--- src/rtl/pc_sequencer_if.sv ---
// rtl/pc_sequencer_if.sv - instruction-memory request/acknowledge bus
//   imem_req  : fetch request, sequencer to memory
//   imem_addr : fetch address, sequencer to memory
//   imem_ack  : instr_in valid this cycle, memory to sequencer
//   instr_in  : instruction word, memory to sequencer
interface pc_sequencer_if;
  logic        imem_req;
  logic [31:0] imem_addr;
  logic        imem_ack;
  logic [31:0] instr_in;

  modport master (
    output imem_req,
    output imem_addr,
    input  imem_ack,
    input  instr_in
  );

  modport slave (
    input  imem_req,
    input  imem_addr,
    output imem_ack,
    output instr_in
  );
endinterface

--- src/rtl/pc_sequencer.sv ---
// rtl/pc_sequencer.sv - RV32I fetch and next-PC sequencer
//   clk, rst          : clock, synchronous active-high reset
//   start             : leave IDLE and begin fetching
//   imem              : instruction-memory handshake (master side)
//   instr/instr_valid : latched instruction, pulse on first EXEC cycle
//   exec_done         : datapath finished; next-PC inputs valid this cycle
//   branch/jump/jalr  : redirect class of the current instruction
//   imm/alu_result    : branch/JAL offset, JALR target sum
//   negative          : compare result deciding a conditional branch
//   pc/pc_plus4       : program counter and its sequential successor
//   taken             : pulse after a non-sequential redirect
//   misaligned        : sticky fetch-target alignment fault
module pc_sequencer #(
  parameter logic [31:0] RESET_PC = 32'h0000_0000,
  parameter int unsigned PC_STEP  = 4
) (
  input  logic                  clk,
  input  logic                  rst,
  input  logic                  start,
  pc_sequencer_if.master        imem,
  output logic [31:0]           instr,
  output logic                  instr_valid,
  input  logic                  exec_done,
  input  logic                  branch,
  input  logic                  jump,
  input  logic                  jalr,
  input  logic [31:0]           imm,
  input  logic [31:0]           alu_result,
  input  logic                  negative,
  output logic [31:0]           pc,
  output logic [31:0]           pc_plus4,
  output logic                  taken,
  output logic                  misaligned
);

  localparam logic [31:0] STEP = 32'(PC_STEP);

  typedef enum logic [1:0] {
    IDLE  = 2'd0,
    FETCH = 2'd1,
    EXEC  = 2'd2,
    HALT  = 2'd3
  } state_t;

  state_t      state;
  state_t      state_next;
  logic [31:0] target;
  logic        nonseq;
  logic        fault;

  assign pc_plus4       = pc + STEP;
  assign imem.imem_addr = pc;
  // Request is a pure decode of the state, so it is stable for the whole
  // FETCH wait and drops on the same edge that reset or ack moves us out.
  assign imem.imem_req  = (state == FETCH);

  // Next-PC selection: jalr > jump > taken branch > sequential.
  always_comb begin
    target = pc_plus4;
    nonseq = 1'b0;
    if (jalr) begin
      target = alu_result & 32'hFFFF_FFFE;
      nonseq = 1'b1;
    end else if (jump) begin
      target = pc + imm;
      nonseq = 1'b1;
    end else if (branch && negative) begin
      target = pc + imm;
      nonseq = 1'b1;
    end
    fault = (target[1:0] != 2'b00);
  end

  always_comb begin
    state_next = state;
    case (state)
      IDLE:    if (start) state_next = FETCH;
      FETCH:   if (imem.imem_ack) state_next = EXEC;
      EXEC:    if (exec_done) state_next = fault ? HALT : FETCH;
      HALT:    state_next = HALT;
      default: state_next = IDLE;
    endcase
  end

  always_ff @(posedge clk) begin
    if (rst) begin
      state <= IDLE;
    end else begin
      state <= state_next;
    end
  end

  always_ff @(posedge clk) begin
    if (rst) begin
      pc          <= RESET_PC;
      instr       <= 32'h0;
      instr_valid <= 1'b0;
      taken       <= 1'b0;
      misaligned  <= 1'b0;
    end else begin
      instr_valid <= 1'b0;
      taken       <= 1'b0;
      if (state == FETCH && imem.imem_ack) begin
        instr       <= imem.instr_in;
        instr_valid <= 1'b1;
      end
      if (state == EXEC && exec_done) begin
        // A faulting target leaves pc pointing at the offending instruction.
        if (fault) begin
          misaligned <= 1'b1;
        end else begin
          pc    <= target;
          taken <= nonseq;
        end
      end
    end
  end

endmodule

--- src/flat_wrapper.sv ---
// flat-port wrapper written by rule: the top's interface ports become plain ports
module pc_sequencer_flat 
#(
  parameter logic [31:0] RESET_PC = 32'h0000_0000,
  parameter int unsigned PC_STEP  = 4
)
  (clk, rst, start, instr, instr_valid, exec_done, branch, jump, jalr, imm, alu_result, negative, pc, pc_plus4, taken, misaligned, imem_imem_req, imem_imem_addr, imem_imem_ack, imem_instr_in);
  pc_sequencer_if imem_i ();
  input  logic clk;
  input  logic rst;
  input  logic start;
  output logic [31:0] instr;
  output logic instr_valid;
  input  logic exec_done;
  input  logic branch;
  input  logic jump;
  input  logic jalr;
  input  logic [31:0] imm;
  input  logic [31:0] alu_result;
  input  logic negative;
  output logic [31:0] pc;
  output logic [31:0] pc_plus4;
  output logic taken;
  output logic misaligned;
  output wire logic [$bits(imem_i.imem_req)-1:0] imem_imem_req;
  output wire logic [$bits(imem_i.imem_addr)-1:0] imem_imem_addr;
  input wire logic [$bits(imem_i.imem_ack)-1:0] imem_imem_ack;
  input wire logic [$bits(imem_i.instr_in)-1:0] imem_instr_in;
  assign imem_imem_req = imem_i.imem_req;
  assign imem_imem_addr = imem_i.imem_addr;
  assign imem_i.imem_ack = imem_imem_ack;
  assign imem_i.instr_in = imem_instr_in;
  pc_sequencer #(.RESET_PC(RESET_PC), .PC_STEP(PC_STEP)) u_core (.clk(clk), .rst(rst), .start(start), .imem(imem_i), .instr(instr), .instr_valid(instr_valid), .exec_done(exec_done), .branch(branch), .jump(jump), .jalr(jalr), .imm(imm), .alu_result(alu_result), .negative(negative), .pc(pc), .pc_plus4(pc_plus4), .taken(taken), .misaligned(misaligned));
endmodule
--- config.mk ---
export PLATFORM = sky130hd
export DESIGN_NAME = pc_sequencer_flat
export DESIGN_NICKNAME = d
export VERILOG_FILES = /design/src/rtl/pc_sequencer_if.sv /design/src/rtl/pc_sequencer.sv /design/src/flat_wrapper.sv
export SDC_FILE = /design/constraint.sdc
export NUM_CORES = 1
export LEC_CHECK = 0
export CORE_ASPECT_RATIO = 0.5
export CORE_UTILIZATION = 35
export DETAILED_ROUTE_END_ITERATION = 10
export DONT_BUFFER_PORTS = 1
export SYNTH_ARGS = -nofsm -noshare
export SYNTH_HDL_FRONTEND = slang
export SYNTH_SLANG_ARGS = --single-unit
--- constraint.sdc ---
create_clock -name clk -period 5 [get_ports clk]
set_clock_uncertainty 0.2 [all_clocks]
set_input_delay 0.5 -clock clk [delete_from_list [all_inputs] [get_ports clk]]
set_output_delay 0.5 -clock clk [all_outputs]
set_load 0.01 [all_outputs]
==> results of run 1 <==
## power groups by stage
stage          registers, µW  logic, µW  clock network (µW)
2_1_floorplan            604        169                   0
3_3_place_gp             614        186                   0
3_5_place_dp             614        189                   0
4_1_cts                  602        190                 736
5_1_grt                  605        215                 761
6_report                 601        191                 724
## state kept, by name, indices dropped and copies added (netlist names)
name	count
u_core.imem.imem_addr	32
u_core.instr_valid	1
u_core.state	2
u_core.instr	32
u_core.taken	1
u_core.misaligned	1
## cell families (layout without fill, tap and decap cells)
kind of cell	after synthesis	count (layout)	synth area share
other cells	0	1	0
flops	69	69	0.252
buf+inv	77	29	0.0784
mux	6	6	0.0109
xor+xnor	46	46	0.0747
fa+ha+maj	33	33	0.0766
compound gates	224	224	0.275
simple gates	266	266	0.232
## metrics by stage
stage	hold WS (ps)	util	worst slack [ps]	instance area [µm²]	std cells
2_1_floorplan	281	-	2140	5490	721
3_3_place_gp	286	0.361	1510	5370	855
3_5_place_dp	290	0.361	1530	5370	855
4_1_cts	18.0	0.383	1400	5700	871
5_1_grt	17.8	0.383	1200	5700	871
6_report	33.2	0.383	1420	5700	872
## final cells by class
class                           count  share of cell area
Multi-Input combinational cell    575               0.645
Sequential cell                    69               0.242
Tap cell                          198              0.0434
Clock buffer                        9              0.0395
Clock inverter                      7              0.0182
Inverter                            9             0.00592
Timing Repair Buffer                4             0.00526
Antenna cell                        1            0.000439
## how the worst max path moves through the flow
| stage | end | cells after the start | from | slack (ps) |
|---|---|---|---|---|
| 2_1_floorplan | u_core.imem.imem_addr[28]$_SDFFE_PP0P_ | 10 | imm[0] | 2140 |
| 3_3_place_gp | u_core.imem.imem_addr[30]$_SDFFE_PP0P_ | 9 | u_core.imem.imem_addr[0]$_SDFFE_PP0P_ | 1510 |
| 3_5_place_dp | u_core.imem.imem_addr[30]$_SDFFE_PP0P_ | 9 | u_core.imem.imem_addr[0]$_SDFFE_PP0P_ | 1530 |
| 4_1_cts | pc_plus4[26] | 6 | u_core.imem.imem_addr[3]$_SDFFE_PP0P_ | 1400 |
| 5_1_grt | pc_plus4[26] | 6 | u_core.imem.imem_addr[3]$_SDFFE_PP0P_ | 1200 |
| 6_report | pc_plus4[26] | 6 | u_core.imem.imem_addr[2]$_SDFFE_PP0P_ | 1420 |
## routing by layer
| metal | vias to the layer above | share of wire |
|---|---|---|
| met2 | 222 | 0.45 |
| met5 | - | 0.00074 |
| met4 | 2 | 0.028 |
| met1 | 2456 | 0.42 |
| li1 | 2471 | - |
| met3 | 36 | 0.098 |
## cells in the mapped netlist (all sizes together) (4+ instances only)
cell type / number / area [µm²]
a2111oi: 4 / 55.1
a211o: 4 / 35.0
a211oi: 16 / 135
a21o: 21 / 158
a21oi: 73 / 373
a31oi: 10 / 68.8
and2: 7 / 43.8
and3: 6 / 37.5
and4: 5 / 43.8
buf: 40 / 290
clkbuf: 28 / 106
dfxtp: 69 / 1380
ha: 32 / 400
inv: 9 / 33.8
mux2i: 6 / 60.1
nand2: 119 / 449
nand2b: 6 / 37.5
nand3: 20 / 100
nand4: 6 / 67.6
nor2: 56 / 215
nor3: 17 / 108
nor4: 4 / 25.0
o211ai: 11 / 82.6
o21a: 7 / 52.6
o21ai: 32 / 164
o21bai: 6 / 45.0
o221ai: 5 / 43.8
o31ai: 4 / 35.0
or3: 5 / 31.3
xnor2: 31 / 279
xor2: 15 / 131
## critical path, delay by kind of cell, from the launching register on
| kind | cells | cell delay [ps] |
|---|---|---|
| AND/OR/NAND/NOR | 4 | 1230 |
| flip-flops | 1 | 610 |
| adder cells (fa/ha/maj) | 1 | 300 |
| XOR/XNOR | 1 | 390 |
==> impl_metrics.tcl, run 1 <==
set metrics [dict create \
    routedWlPerCell_um 20.0 \
    post-cts-setup-buffer-count 0 \
    cpMostUsedCell "and4_1" \
    ios 237 \
    cts_htree_levels 3 \
    yosys_register_bits 69 \
    maxCapViolCount 0 \
    critPathKind "register to primary output" \
    peakVddDrop_mv 0.149 \
    slew_headroom 0.279 \
    power_density_nw_per_um2 266 \
    intPower_uw 1080 \
    cts_hold_buffers 0 \
    power.total_uw 1520 \
    path_clk_slew_ps 60 \
    antenna_found_initial 2 \
    synthArstFlopShare 0 \
    grt_pass1_vias 5037 \
    crit_path_max_fanout 8 \
    r2r-start "u_core.imem.imem_addr[0]$_SDFFE_PP0P_" \
    final-seq-area_um2 1380 \
    mostFrequentLayoutCell "nand2_1" \
    use_met1 0.263 \
    vias_per_cell 5.95 \
    hold_class "input port to register" \
    ctsResizeCount 0 \
    nets 806 \
    grt.busiest_layer "met2" \
    drc 24 \
    pwr-share-comb 0.126 \
    required_ps 4300 \
    rows 31 \
    vias 5187 \
    reg2reg_to "u_core.imem.imem_addr[30]$_SDFFE_PP0P_" \
    antenna_left 0 \
    track_usage 0.216 \
    cts_tree "built" \
    die-area_um2 16200 \
    drt_iter0_drc 332 \
    final_cell_mix "nand2_1, a21oi_1, dfxtp_1" \
    outcome "finished, violations left" \
    netSwitchingFraction 0.284 \
    wirelength_um 17500 \
    path_cells "ha_1, and4_1, nand3_1, nor3_1, and4_1, xor2_1" \
    pwr-share-seq 0.397 \
    clkLatencyLatePin_ps 340 \
    reg2regPathDepth 9 \
    power_switching_uw 431 \
    ys_seq_area_frac 0.252 \
    syn2layout_area_growth_pct 3.87 \
    synthDistinctLibCells 79 \
    first_pass_iters 8 \
    fillCellCount 1573 \
    worst_setup_path_end_kind "primary output" \
    portBuffers 0 \
    hold_violations 0 \
    max_stage_delay_ps 610 \
    reg2reg_slack_ps 1550 \
    met2_usage 0.348 \
    setup_viol_count_final 0 \
    final-max-slew-violation-count 0 \
    leakage_uw 0.00226 \
    finalSetupTns_ps 0 \
    cts.path.max_buffers 2 \
    worstHoldStart "rst" \
    place.detailed.hpwl_um 13000 \
    start_util 0.369 \
    synth_edf_count 0 \
    finalCriticalPeriod_ps 3580 \
    overflow 0 \
    syn-num-nets 859 \
    violations "design-rule violations" \
    min_period_over_period 0.716 \
    grt_max_degree 64 \
    synth.avg_cell_area_um2 7.62 \
    numCtsBuffers 9 \
    grtUsageMet3 0.0758 \
    core_um2 14900 \
    die_w_um 179 \
    slowest_stage "dfxtp_1" \
    rsz0062_at_grt "false" \
    p_clk_frac 0.477 \
    drive_gt1_frac 0.0624 \
    synth_flop_cell "dfxtp_1" \
    clk_root_buffer_cell "clkbuf_16" \
    mappedNetlistArea_um2 5490 \
    place_congestion 0.890 \
    crit_arrival_ps 2880 \
    holdPathEnd "u_core.imem.imem_addr[30]$_SDFFE_PP0P_" \
    multi_input_area_um2 3680 \
    cts.sinks 69 \
    holdPathStages 1 \
    grt_pass1_wl_um 27200 \
    start_kind "register" \
    fp.dieH_um 90.6 \
    clock.fmax_mhz 279 \
    synth_cells 721 \
    worstMarginPinSlew_ps 1080 \
    synth_warnings 0 \
]
Power figures use the tool's default switching activity.
==> run 2, diff against run 1 <==
- clock period: 5 -> 3.68 ns (I/O delays scaled with it)
==> run 2 against run 1 <==
The flow still finishes with violations (design-rule violations). Sequential share of layout area decreased by 2.1 points. First-iteration DRC count is 24% higher. Via count is 4.9% higher. Setup slack got worse by 1000 ps. Wire length increased by 4.9%. Clock-buffer cell count unchanged. Combinational power increased by 67%. Hold slack got worse by 14 ps. Utilization rose by 3.7 points. Non-clock buffer count grew 59. Critical path type unchanged. Highest routed layer unchanged.
==> impl_metrics.tcl, run 2 (same netlist as run 1, synthesis figures left out) <==
set metrics [dict create \
    power_switching_uw 603 \
    hold_violations 0 \
    min_period_over_period 0.894 \
    die_w_um 179 \
    fp.dieH_um 90.6 \
    numCtsBuffers 9 \
    violations "design-rule violations" \
    critPathKind "register to primary output" \
    slew_headroom 0.265 \
    ctsResizeCount 0 \
    mostFrequentLayoutCell "nand2_1" \
    worst_setup_path_end_kind "primary output" \
    required_ps 3110 \
    pwr-share-comb 0.151 \
    clkLatencyLatePin_ps 340 \
    reg2regPathDepth 8 \
    holdPathStages 2 \
    power_density_nw_per_um2 338 \
    post-cts-setup-buffer-count 0 \
    outcome "finished, violations left" \
    final-max-slew-violation-count 0 \
    leakage_uw 0.00254 \
    drive_gt1_frac 0.0902 \
    routedWlPerCell_um 19.7 \
    nets 865 \
    maxCapViolCount 0 \
    place.detailed.hpwl_um 13200 \
    final_cell_mix "nand2_1, a21oi_1, dfxtp_1" \
    post_dp_cell_area_um2 5550 \
    die-area_um2 16200 \
    drt_iter0_drc 412 \
    finalSetupTns_ps 0 \
    cts_tree "built" \
    worstMarginPinSlew_ps 1100 \
    clk_root_buffer_cell "clkbuf_16" \
    crit_path_max_fanout 8 \
    cts.sinks 69 \
    ios 237 \
    vias_per_cell 5.85 \
    hold_class "input port to register" \
    finalCriticalPeriod_ps 3290 \
    rsz0062_at_grt "false" \
    holdPathEnd "u_core.imem.imem_addr[29]$_SDFFE_PP0P_" \
    intPower_uw 1510 \
    fin_area_um2 6250 \
    setup_viol_count_final 0 \
    syn2layout_area_growth_pct 13.9 \
    worstHoldStart "rst" \
    start_util 0.369 \
    cts.path.max_buffers 2 \
    antenna_found_initial 2 \
    cts_htree_levels 3 \
    clock.fmax_mhz 304 \
    first_pass_iters 8 \
    place_congestion 0.870 \
    reg2reg_slack_ps 580 \
    drc 24 \
    r2r-start "u_core.imem.imem_addr[6]$_SDFFE_PP0P_" \
    track_usage 0.228 \
    grt_pass1_vias 5381 \
    rows 31 \
    crit_arrival_ps 2720 \
    path_clk_slew_ps 60 \
    peakVddDrop_mv 0.216 \
    reg2reg_to "u_core.imem.imem_addr[21]$_SDFFE_PP0P_" \
    wirelength_um 18300 \
    core_um2 14900 \
    vias 5443 \
    grt_pass1_wl_um 28800 \
    grt_max_degree 54 \
    netSwitchingFraction 0.285 \
    antenna_left 0 \
    pwr-share-seq 0.384 \
    portBuffers 0 \
    overflow 0 \
    p_clk_frac 0.465 \
    start_kind "register" \
]
-- run 2: power by group through the flow --
stage          sequential, µW  clock (µW)  combinational (µW)
2_1_floorplan             821           0                 230
3_3_place_gp              827           0                 266
3_5_place_dp              826           0                 271
4_1_cts                   810        1010                 315
5_1_grt                   814        1040                 353
6_report                  811         982                 319
-- run 2: repair_timing --
action,4_1_cts,5_1_grt
endpoints found under the setup margin,0,0
hold buffers,36,0
endpoints found under the hold margin,53,0
-- run 2: metal layers --
layer,global-route usage,share of wire,wire [µm],up-vias
met5,0,0.00071,13,-
met2,0.376,0.46,8500,217
li1,-,-,-,2591
met3,0.0825,0.098,1800,31
met1,0.277,0.42,7640,2602
met4,0.0623,0.021,383,2
-- run 2: per-stage QoR --
stage | cells | hold slack [ps] | total power (µW) | setup slack (ps) | util
floorplan | 721 | 281 | 1050 | 891 | -
global placement | 878 | 246 | 1090 | 617 | 0.372
detailed placement | 878 | 247 | 1100 | 596 | 0.372
CTS | 930 | 7.67 | 2130 | 406 | 0.420
global route | 930 | 6.98 | 2200 | 196 | 0.420
finish | 931 | 19.0 | 2110 | 391 | 0.420
-- run 2: worst max-delay path, stage by stage (launching register included) --
cell	delay, ps
dfxtp_1	640
nand2_1	130
or3_1	590
nor3_4	420
nand3_1	170
xnor2_1	270
buf_4	170
-- run 2: worst max-delay path by stage --
stage | slack [ps] | end | from | cells past startpoint
floorplan | 890 | u_core.imem.imem_addr[21]$_SDFFE_PP0P_ | u_core.imem.imem_addr[13]$_SDFFE_PP0P_ | 9
global placement | 620 | u_core.imem.imem_addr[30]$_SDFFE_PP0P_ | imm[0] | 9
detailed placement | 600 | u_core.imem.imem_addr[30]$_SDFFE_PP0P_ | imm[0] | 9
CTS | 410 | pc_plus4[25] | u_core.imem.imem_addr[5]$_SDFFE_PP0P_ | 6
global route | 200 | pc_plus4[25] | u_core.imem.imem_addr[5]$_SDFFE_PP0P_ | 6
finish | 390 | pc_plus4[25] | u_core.imem.imem_addr[5]$_SDFFE_PP0P_ | 6
-- run 2: cell type report --
type | count | area, µm²
fillers | 1531 | 8640
multi-input cells | 575 | 3680
flip-flops and latches | 69 | 1380
repair buffers | 63 | 581
well taps | 198 | 248
clock buffers | 9 | 225
clock inverters | 7 | 104
inverters | 9 | 33.8
diodes | 1 | 2.50
==> run 3, diff against run 2 <==
- HOLD_SLACK_MARGIN: unset -> 0.12
==> run 3 against run 2 <==
The flow still finishes with violations (design-rule violations). Critical path depth grew 5. Clock-buffer cell count unchanged. Register-to-register slack lost 320 ps. Wire length is 0.94% higher. Die area unchanged. Combinational power up 6.9%. Largest cell class unchanged.
==> impl_metrics.tcl, run 3 (same netlist as run 1, synthesis figures left out) <==
set metrics [dict create \
    outcome "finished, violations left" \
    violations "design-rule violations" \
    min_period_over_period 0.930 \
    antenna_left 0 \
    track_usage 0.230 \
    final-max-slew-violation-count 0 \
    crit_path_max_fanout 7 \
    drt_iter0_drc 309 \
    fin_area_um2 6450 \
    required_ps 3700 \
    finalWorstSetupSlack_ps 258 \
    vias 5514 \
    overflow 0 \
    start_util 0.369 \
    ios 237 \
    mostFrequentLayoutCell "nand2_1" \
    hold_class "input port to register" \
    syn2layout_area_growth_pct 17.5 \
    cts_htree_levels 3 \
    finalCriticalPeriod_ps 3420 \
    cts.sinks 69 \
    die-area_um2 16200 \
    worstMarginPinSlew_ps 1080 \
    fp.dieH_um 90.6 \
    power_density_nw_per_um2 331 \
    pre_cts_slack_ps 596 \
    final_cell_mix "nand2_1, a21oi_1, dfxtp_1" \
    antenna_found_initial 2 \
    hold_violations 0 \
    wirelength_um 18500 \
    routedWlPerCell_um 19.5 \
    worst_setup_path_end_kind "register" \
    crit_arrival_ps 3440 \
    grt_max_degree 61 \
    clkLatencyLatePin_ps 340 \
    place_congestion 0.870 \
    setup_viol_count_final 0 \
    drive_gt1_frac 0.0931 \
    slew_headroom 0.279 \
    first_pass_iters 7 \
    post_dp_cell_area_um2 5550 \
    core_um2 14900 \
    clk_root_buffer_cell "clkbuf_16" \
    path_clk_slew_ps 60 \
    numCtsBuffers 9 \
    nets 885 \
    clock.fmax_mhz 292 \
    portBuffers 0 \
    critPathKind "register to register" \
    grt_pass1_vias 5470 \
    drc 24 \
    rsz0062_at_grt "false" \
    leakage_uw 0.00263 \
    whs_ps 134 \
    maxCapViolCount 0 \
    die_w_um 179 \
    vias_per_cell 5.80 \
    place.detailed.hpwl_um 13200 \
    start_kind "register" \
    rows 31 \
    cts.path.max_buffers 2 \
    peakVddDrop_mv 0.216 \
    finalSetupTns_ps 0 \
    cts_tree "built" \
    grt_pass1_wl_um 29200 \
]
==> run 3: cell count changes in the layout (fill, tap and decap cells not counted), sizes merged <==
cell,previous run,this run
dlygate4sd3,35,53
buf,28,30
==> run 3: timing repair <==
action / CTS / global route
hold endpoints to repair: 64 / 0
gates resized for setup: 0 / 2
buffers inserted: 0 / 2
hold buffers: 54 / 0
endpoints found under the setup margin: 0 / 1
==> run 3: per-layer routing <==
metal | global-route usage | share of wire | wire length (µm)
met1 | 0.281 | 0.42 | 7700
met2 | 0.382 | 0.46 | 8550
met3 | 0.0795 | 0.10 | 1890
met4 | 0.0602 | 0.019 | 360
met5 | 0 | 0.00070 | 13
==> run 3: path summary, 6_finish.rpt <==
kind	startpoint	end	slack, ps	cells past startpoint
worst max register to register	u_core.imem.imem_addr[14]$_SDFFE_PP0P_	u_core.imem.imem_addr[31]$_SDFFE_PP0P_	260	11
worst min register to register	u_core.instr[21]$_SDFFE_PP0P_	u_core.instr[21]$_SDFFE_PP0P_	300	2
worst max-delay path	u_core.imem.imem_addr[14]$_SDFFE_PP0P_	u_core.imem.imem_addr[31]$_SDFFE_PP0P_	260	11
worst min-delay path	alu_result[15]	u_core.imem.imem_addr[15]$_SDFFE_PP0P_	130	3
==> run 3: per-stage QoR <==
step	utilization	power [µW]	cells
after global placement	0.372	1090	878
after global routing	0.433	2230	950
after detailed placement	0.372	1100	878
final	0.433	2130	951
after CTS	0.432	2160	948
after floorplan	-	1050	721
==> run 3: final cells by class <==
class / instances / area, µm²
Antenna cell: 1 / 2.50
Clock buffer: 9 / 225
Clock inverter: 7 / 104
Fill cell: 1505 / 8440
Inverter: 9 / 33.8
Multi-Input combinational cell: 575 / 3680
Sequential cell: 69 / 1380
Tap cell: 198 / 248
Timing Repair Buffer: 83 / 776
==> run 3: worst max-delay path, stage by stage (launching register included) <==
cell and delay, ps:
dfxtp_1 300, buf_4 170, ha_1 360, nand2_1 150, nor4_1 310, o211ai_1 210
a31oi_1 370, a31oi_1 200, o21a_1 250, a2bb2oi_1 160, o31ai_1 80, dlygate4sd3_1 560
==> run 3: report_power, final <==
part | total [µW] | switching [µW] | internal [µW] | leakage [µW]
Clock | 982 | 377 | 605 | 0.000161
Sequential | 811 | 38.3 | 772 | 0.000560
Combinational | 341 | 195 | 146 | 0.00191
